<file path="src/rtl/stack_alu_sequencer_pkg.sv">
// Shared definitions for the stack ALU sequencer: widths, opcodes, FSM states
// and the operand-count lookup used to decide how many pops an opcode needs.
package stack_alu_sequencer_pkg;

  localparam int DEF_OP_W  = 16;
  localparam int DEF_RES_W = 32;
  localparam int DEF_OPC_W = 4;

  localparam logic [3:0] OPC_ADD = 4'd0;
  localparam logic [3:0] OPC_SUB = 4'd1;
  localparam logic [3:0] OPC_MUL = 4'd2;
  localparam logic [3:0] OPC_AND = 4'd3;
  localparam logic [3:0] OPC_OR  = 4'd4;
  localparam logic [3:0] OPC_XOR = 4'd5;
  localparam logic [3:0] OPC_NOT = 4'd6;
  localparam logic [3:0] OPC_SHL = 4'd7;
  localparam logic [3:0] OPC_SHR = 4'd8;
  localparam logic [3:0] OPC_LT  = 4'd9;

  typedef enum logic [2:0] {
    S_IDLE, S_POPB, S_POPA, S_CAPU, S_CAPA, S_EXEC, S_PUSH, S_FIN
  } state_t;

  // 0 marks an illegal opcode.
  function automatic logic [1:0] op_count(input logic [3:0] opc);
    case (opc)
      OPC_NOT: return 2'd1;
      OPC_ADD, OPC_SUB, OPC_MUL, OPC_AND, OPC_OR,
      OPC_XOR, OPC_SHL, OPC_SHR, OPC_LT: return 2'd2;
      default: return 2'd0;
    endcase
  endfunction

endpackage

</file>
<file path="src/rtl/stack_alu_core.sv">
// Combinational ALU: result = f(opcode, a, b). Binary ops compute a op b,
// NOT operates on b alone.
module stack_alu_core
  import stack_alu_sequencer_pkg::*;
#(
  parameter int OP_W  = DEF_OP_W,
  parameter int RES_W = DEF_RES_W,
  parameter int OPC_W = DEF_OPC_W
) (
  input  logic [OPC_W-1:0] i_opc,
  input  logic [OP_W-1:0]  i_a,
  input  logic [OP_W-1:0]  i_b,
  output logic [RES_W-1:0] o_res
);

  logic [OP_W:0]    w_sum;
  logic [OP_W-1:0]  w_diff;
  logic [OP_W-1:0]  w_not;
  logic [RES_W-1:0] w_a_ext;
  logic [RES_W-1:0] w_b_ext;

  // Intermediates keep ADD/SUB/NOT at operand width before extension.
  assign w_sum   = {1'b0, i_a} + {1'b0, i_b};
  assign w_diff  = i_a - i_b;
  assign w_not   = ~i_b;
  assign w_a_ext = {{(RES_W-OP_W){1'b0}}, i_a};
  assign w_b_ext = {{(RES_W-OP_W){1'b0}}, i_b};

  always_comb begin
    o_res = '0;
    case (i_opc)
      OPC_ADD: o_res = {{(RES_W-OP_W-1){1'b0}}, w_sum};
      OPC_SUB: o_res = {{(RES_W-OP_W){w_diff[OP_W-1]}}, w_diff};
      OPC_MUL: o_res = w_a_ext * w_b_ext;
      OPC_AND: o_res = w_a_ext & w_b_ext;
      OPC_OR:  o_res = w_a_ext | w_b_ext;
      OPC_XOR: o_res = w_a_ext ^ w_b_ext;
      OPC_NOT: o_res = {{(RES_W-OP_W){1'b0}}, w_not};
      OPC_SHL: o_res = w_a_ext << i_b[3:0];
      OPC_SHR: o_res = w_a_ext >> i_b[3:0];
      OPC_LT:  o_res = {{(RES_W-1){1'b0}}, (i_a < i_b)};
      default: o_res = '0;
    endcase
  end

endmodule

</file>
<file path="src/rtl/stack_alu_sequencer.sv">
// Execution stage beside the operand stack: pops operands, runs the ALU,
// pushes the result and reports done/busy/error flags to the control unit.
module stack_alu_sequencer
  import stack_alu_sequencer_pkg::*;
#(
  parameter int OP_W  = DEF_OP_W,
  parameter int RES_W = DEF_RES_W,
  parameter int OPC_W = DEF_OPC_W
) (
  input  logic             clk,
  input  logic             rst,
  input  logic             start,
  input  logic [OPC_W-1:0] opcode,
  input  logic [OP_W-1:0]  stk_dout,
  input  logic [15:0]      stk_tos,
  output logic             stk_push,
  output logic             stk_pop,
  output logic             stk_sel_alu,
  output logic [RES_W-1:0] stk_din,
  output logic             busy,
  output logic             done,
  output logic             err_under,
  output logic             err_opc,
  output logic             zero
);

  state_t           r_state, w_next;
  logic [OPC_W-1:0] r_opc;
  logic [OP_W-1:0]  r_a, r_b;
  logic [RES_W-1:0] r_din;
  logic             r_zero, r_err_under, r_err_opc;
  logic [1:0]       w_need;
  logic             w_illegal, w_short;
  logic [RES_W-1:0] w_res;

  assign w_need    = op_count(opcode);
  assign w_illegal = (w_need == 2'd0);
  assign w_short   = (stk_tos < {14'b0, w_need});

  stack_alu_core #(.OP_W(OP_W), .RES_W(RES_W), .OPC_W(OPC_W)) u_core (
    .i_opc (r_opc),
    .i_a   (r_a),
    .i_b   (r_b),
    .o_res (w_res)
  );

  always_ff @(posedge clk) begin
    if (rst) begin
      r_state     <= S_IDLE;
      r_opc       <= '0;
      r_a         <= '0;
      r_b         <= '0;
      r_din       <= '0;
      r_zero      <= 1'b0;
      r_err_under <= 1'b0;
      r_err_opc   <= 1'b0;
    end else begin
      r_state <= w_next;
      case (r_state)
        S_IDLE: if (start) begin
          r_opc       <= opcode;
          r_err_opc   <= w_illegal;
          r_err_under <= !w_illegal && w_short;
        end
        // stk_dout lags the pop by one cycle, so b lands while a is being popped.
        S_POPA, S_CAPU: r_b <= stk_dout;
        S_CAPA:         r_a <= stk_dout;
        S_EXEC: begin
          r_din  <= w_res;
          r_zero <= (w_res == '0);
        end
        default: ;
      endcase
    end
  end

  always_comb begin
    w_next      = r_state;
    stk_pop     = 1'b0;
    stk_push    = 1'b0;
    stk_sel_alu = 1'b0;
    done        = 1'b0;
    case (r_state)
      S_IDLE: if (start) w_next = (w_illegal || w_short) ? S_FIN : S_POPB;
      S_POPB: begin
        stk_pop = 1'b1;
        w_next  = (op_count(r_opc) == 2'd1) ? S_CAPU : S_POPA;
      end
      S_POPA: begin
        stk_pop = 1'b1;
        w_next  = S_CAPA;
      end
      S_CAPU, S_CAPA: w_next = S_EXEC;
      S_EXEC: w_next = S_PUSH;
      S_PUSH: begin
        stk_push    = 1'b1;
        stk_sel_alu = 1'b1;
        w_next      = S_FIN;
      end
      S_FIN: begin
        done   = 1'b1;
        w_next = S_IDLE;
      end
      default: w_next = S_IDLE;
    endcase
  end

  assign busy      = (r_state != S_IDLE);
  assign stk_din   = r_din;
  assign zero      = r_zero;
  assign err_under = r_err_under;
  assign err_opc   = r_err_opc;

endmodule

</file>
<file path="config.mk">
export PLATFORM = sky130hd
export DESIGN_NAME = stack_alu_sequencer
export DESIGN_NICKNAME = d
export VERILOG_FILES = /design/src/rtl/stack_alu_sequencer_pkg.sv /design/src/rtl/stack_alu_core.sv /design/src/rtl/stack_alu_sequencer.sv
export SDC_FILE = /design/constraint.sdc
export NUM_CORES = 1
export LEC_CHECK = 0
export ABC_CLOCK_PERIOD_IN_PS = 9300
export BUFFER_PORTS_ARGS = -buffer_cell sky130_fd_sc_hd__buf_2
export CAP_MARGIN = 25
export CORE_MARGIN = 2
export CORE_UTILIZATION = 42
export DETAILED_ROUTE_END_ITERATION = 10
export GPL_TIMING_DRIVEN = 0
export SLEW_MARGIN = 15
export SYNTH_ARGS = -nofsm -noshare
export SYNTH_HDL_FRONTEND = slang
export SYNTH_SLANG_ARGS = --single-unit
</file>
<file path="constraint.sdc">
create_clock -name clk -period 9.3 [get_ports clk]
set_clock_uncertainty 0.05 [all_clocks]
set_input_delay 0.93 -clock clk [delete_from_list [all_inputs] [get_ports clk]]
set_output_delay 0.93 -clock clk [all_outputs]
set_load 0.02 [all_outputs]
</file>
==> impl_metrics.json <==
{
  "cp_max_fo": 12,
  "syn_nets": 2400,
  "htreeDepth": 3,
  "power.density_nw_per_um2": 93.38,
  "r2r_setup_slack_ps": 520,
  "drive_gt1_frac": 0.08979,
  "synth_edf_count": 0,
  "worstPathArrival_ps": 9010,
  "holdPathEnd": "err_under",
  "clock_latency_ps": 360,
  "total_power_mw": 1.615,
  "wl_mm": 67.60,
  "portBuffers": 77,
  "die_h_um": 198.8,
  "postCtsSetupRepairBufs": 0,
  "grt_pass1_vias": 15300,
  "worst_pin_slew_ps": 1027,
  "cp.required_ps": 9540,
  "worst_ir_drop_vdd_uv": 86.69,
  "max_cap_violations": 0,
  "hp-class": "reg -> reg",
  "final_core_util": 0.4614,
  "grt_pass1_wl_mm": 100.1,
  "ant_nets": 0,
  "cts_buffer_depth": 2,
  "die_w_um": 198.8,
  "setup_viol": 0,
  "clk_pin_slew_ps": 80,
  "hold_viol": 0,
  "num_io_pins": 79,
  "worstHoldStart": "err_under",
  "rsz0062_at_grt": "no",
  "dp.cells": 2603,
  "drt_first_pass_iters": 7,
  "r2r_start": "r_a[4]",
  "drtIter0Drc": 2056,
  "reg2reg_to": "zero",
  "vias_per_cell": 6.043,
  "fin_crit_ps": 8776,
  "grt_usage": 0.3491,
  "ys_async_sr_fraction": 0,
  "place_congestion": 1.022,
  "syn_inst": 2011,
  "synth_cell_type_count": 98,
  "rows": 71,
  "cts_sinks": 76,
  "grt_max_degree": 20,
  "routedWlPerCell_um": 25.83,
  "via_count": 15810,
  "post-dp-hpwl_mm": 54.83,
  "final-instance-count-excl-fill": 2617,
  "placed_area_um2": 17000,
  "r2r_cells": 25,
  "ctsRootBufferMaster": "clkbuf_16",
  "ys_ff_latch": 76,
  "final_area_um2": 17300,
  "hold_path_depth": 2,
  "ys.flop_type": "dfxtp_1",
  "ys_seq_area_frac": 0.09550,
  "antenna_found_initial": 0,
  "drc": 0,
  "syn_area_um2": 15930,
  "dieArea_um2": 39510,
  "cts_tree": "done",
  "overflow": 0,
  "crit_path_end_kind": "flop",
  "outcome": "finished clean",
  "slew_viol_final": 0,
  "cp-start-kind": "flop",
  "yosysWarnings": 0,
  "max_freq_mhz": 114.0,
  "coreArea_um2": 37490,
  "nNetsFinal": 2489,
  "worstSetupPathType": "reg -> reg",
  "finalCritPeriodShare": 0.9436,
  "start_util": 0.4250,
  "syn_avg_cell_area_um2": 7.922,
  "cts_inserted_buffers": 9,
  "maxSlewHeadroom": 0.3153,
  "p_leak_nw": 7.569,
  "syn_to_final_growth_pct": 8.560
}
-- metal layers --
layer / track usage / wire length [um]
met1: 0.4858 / 27780
met2: 0.5400 / 29800
met3: 0.05951 / 6867
met4: 0.1374 / 3152
met5: 0 / 0
-- cells by family (layout without fill, tap and decap cells) --
logic type | count (synthesis) | count (layout) | share of synthesized area
multiplexers | 64 | 64 | 0.05820
other | 0 | 1 | 0
AO/OA/AOI/OAI | 396 | 396 | 0.1656
adder cells (fa/ha/maj) | 350 | 350 | 0.3672
flip-flops | 76 | 76 | 0.09550
AND/OR/NAND/NOR | 670 | 670 | 0.1871
XOR/XNOR | 29 | 29 | 0.01594
buffers and inverters | 426 | 520 | 0.1105
-- synth_stat cells, types with 6 or more instances --
cell	count	share of area
nand4_1	19	0.0075
clkinv_1	9	0.0021
xnor2_1	23	0.013
o21ai_0	66	0.021
nand2_1	271	0.064
a221oi_1	7	0.0038
xor2_1	6	0.0033
a22o_1	8	0.0044
o211ai_1	10	0.0047
a22oi_1	14	0.0066
dfxtp_1	76	0.095
clkbuf_1	92	0.022
ha_1	154	0.12
buf_6	9	0.0064
or4_1	9	0.0042
nand2b_1	16	0.0063
nor2b_1	15	0.0059
a21oi_1	121	0.038
a31oi_1	11	0.0043
buf_2	10	0.0031
nor3_1	33	0.010
nor2_1	211	0.050
fa_1	196	0.25
o31ai_1	6	0.0028
nand3_1	36	0.011
o22ai_1	8	0.0031
a21o_1	11	0.0052
inv_1	280	0.066
o221ai_1	6	0.0033
buf_1	13	0.0031
nor4_1	13	0.0051
a211oi_1	41	0.019
o21a_1	15	0.0071
mux2i_1	36	0.023
mux4_2	21	0.030
-- report_power, final --
| group | internal [mW] | switching [mW] | total, mW |
|---|---|---|---|
| Clock | 0.188 | 0.179 | 0.367 |
| Sequential | 0.352 | 0.0356 | 0.387 |
| Combinational | 0.266 | 0.595 | 0.861 |
-- critical path, cell delays in order (launching register included) --
cell and delay, ps:
dfxtp_1 630, clkbuf_1 650, clkinv_1 720, nor2_1 290
fa_1 440, inv_1 80, fa_1 440, fa_1 430
fa_1 490, inv_1 50, fa_1 520, inv_1 50
fa_1 480, inv_1 50, ha_1 260, clkbuf_1 280
and4_1 300, a21boi_0 310, o21ai_1 210, a21bo_2 290
a21o_1 170, a221o_1 320, a211oi_1 500, nor4b_1 290
nand4_1 170, o31ai_2 190
-- final cells by class --
| type | instances | area (um^2) |
|---|---|---|
| inverter | 291 | 1092 |
| timing repair buffer | 81 | 406.6 |
| buffer | 132 | 660.6 |
| fill | 3940 | 20190 |
| multi-input combinational | 1509 | 12680 |
| sequential | 76 | 1521 |
| tap | 511 | 639.4 |
| clock inverter | 7 | 68.82 |
| antenna | 1 | 2.502 |
| clock buffer | 9 | 225.2 |
-- through the flow --
step	setup slack, ps	setup TNS (ps)	hold WS (ps)
global placement	-544.2	-550.1	391.9
detailed placement	-499.0	-499.0	401.2
CTS	118.9	0	409.6
floorplan	1520	0	423.7
finish	524.3	0	410.9
global route	72.86	0	425.2
-- state kept, by name, summed over array words and instances (netlist names), named ones only --
register and flops:
stk_din 32, r_a 16, r_b 16, r_opc 4, r_state 3, err_opc 1
err_under 1, zero 1
-- placed cells by master, fill, tap and decap left out, types with 66 or more instances in the layout --
master	synthesis	routed
ha_1	154	154
buf_2	10	91
fa_1	196	196
a21oi_1	121	121
dfxtp_1	76	76
o21ai_0	66	66
nor2_1	211	211
inv_1	280	280
nand2_1	271	271
clkbuf_1	92	89
-- how the worst max path moves through the flow --
stage / from / end / slack (ps)
after global placement: r_b[2] / zero / -540
after global routing: r_a[4] / zero / 70
after CTS: r_b[1] / zero / 120
after floorplan: r_b[2] / zero / 1520
after detailed placement: r_b[2] / zero / -500
final: r_a[4] / zero / 520
-- repair_timing --
item / CTS / global route
hold buffers: 0 / 0
endpoints found under the setup margin: 1 / 1
resized for setup: 3 / 5
cloned: 0 / 0
Note: power is estimated with default switching activity, not from simulation.
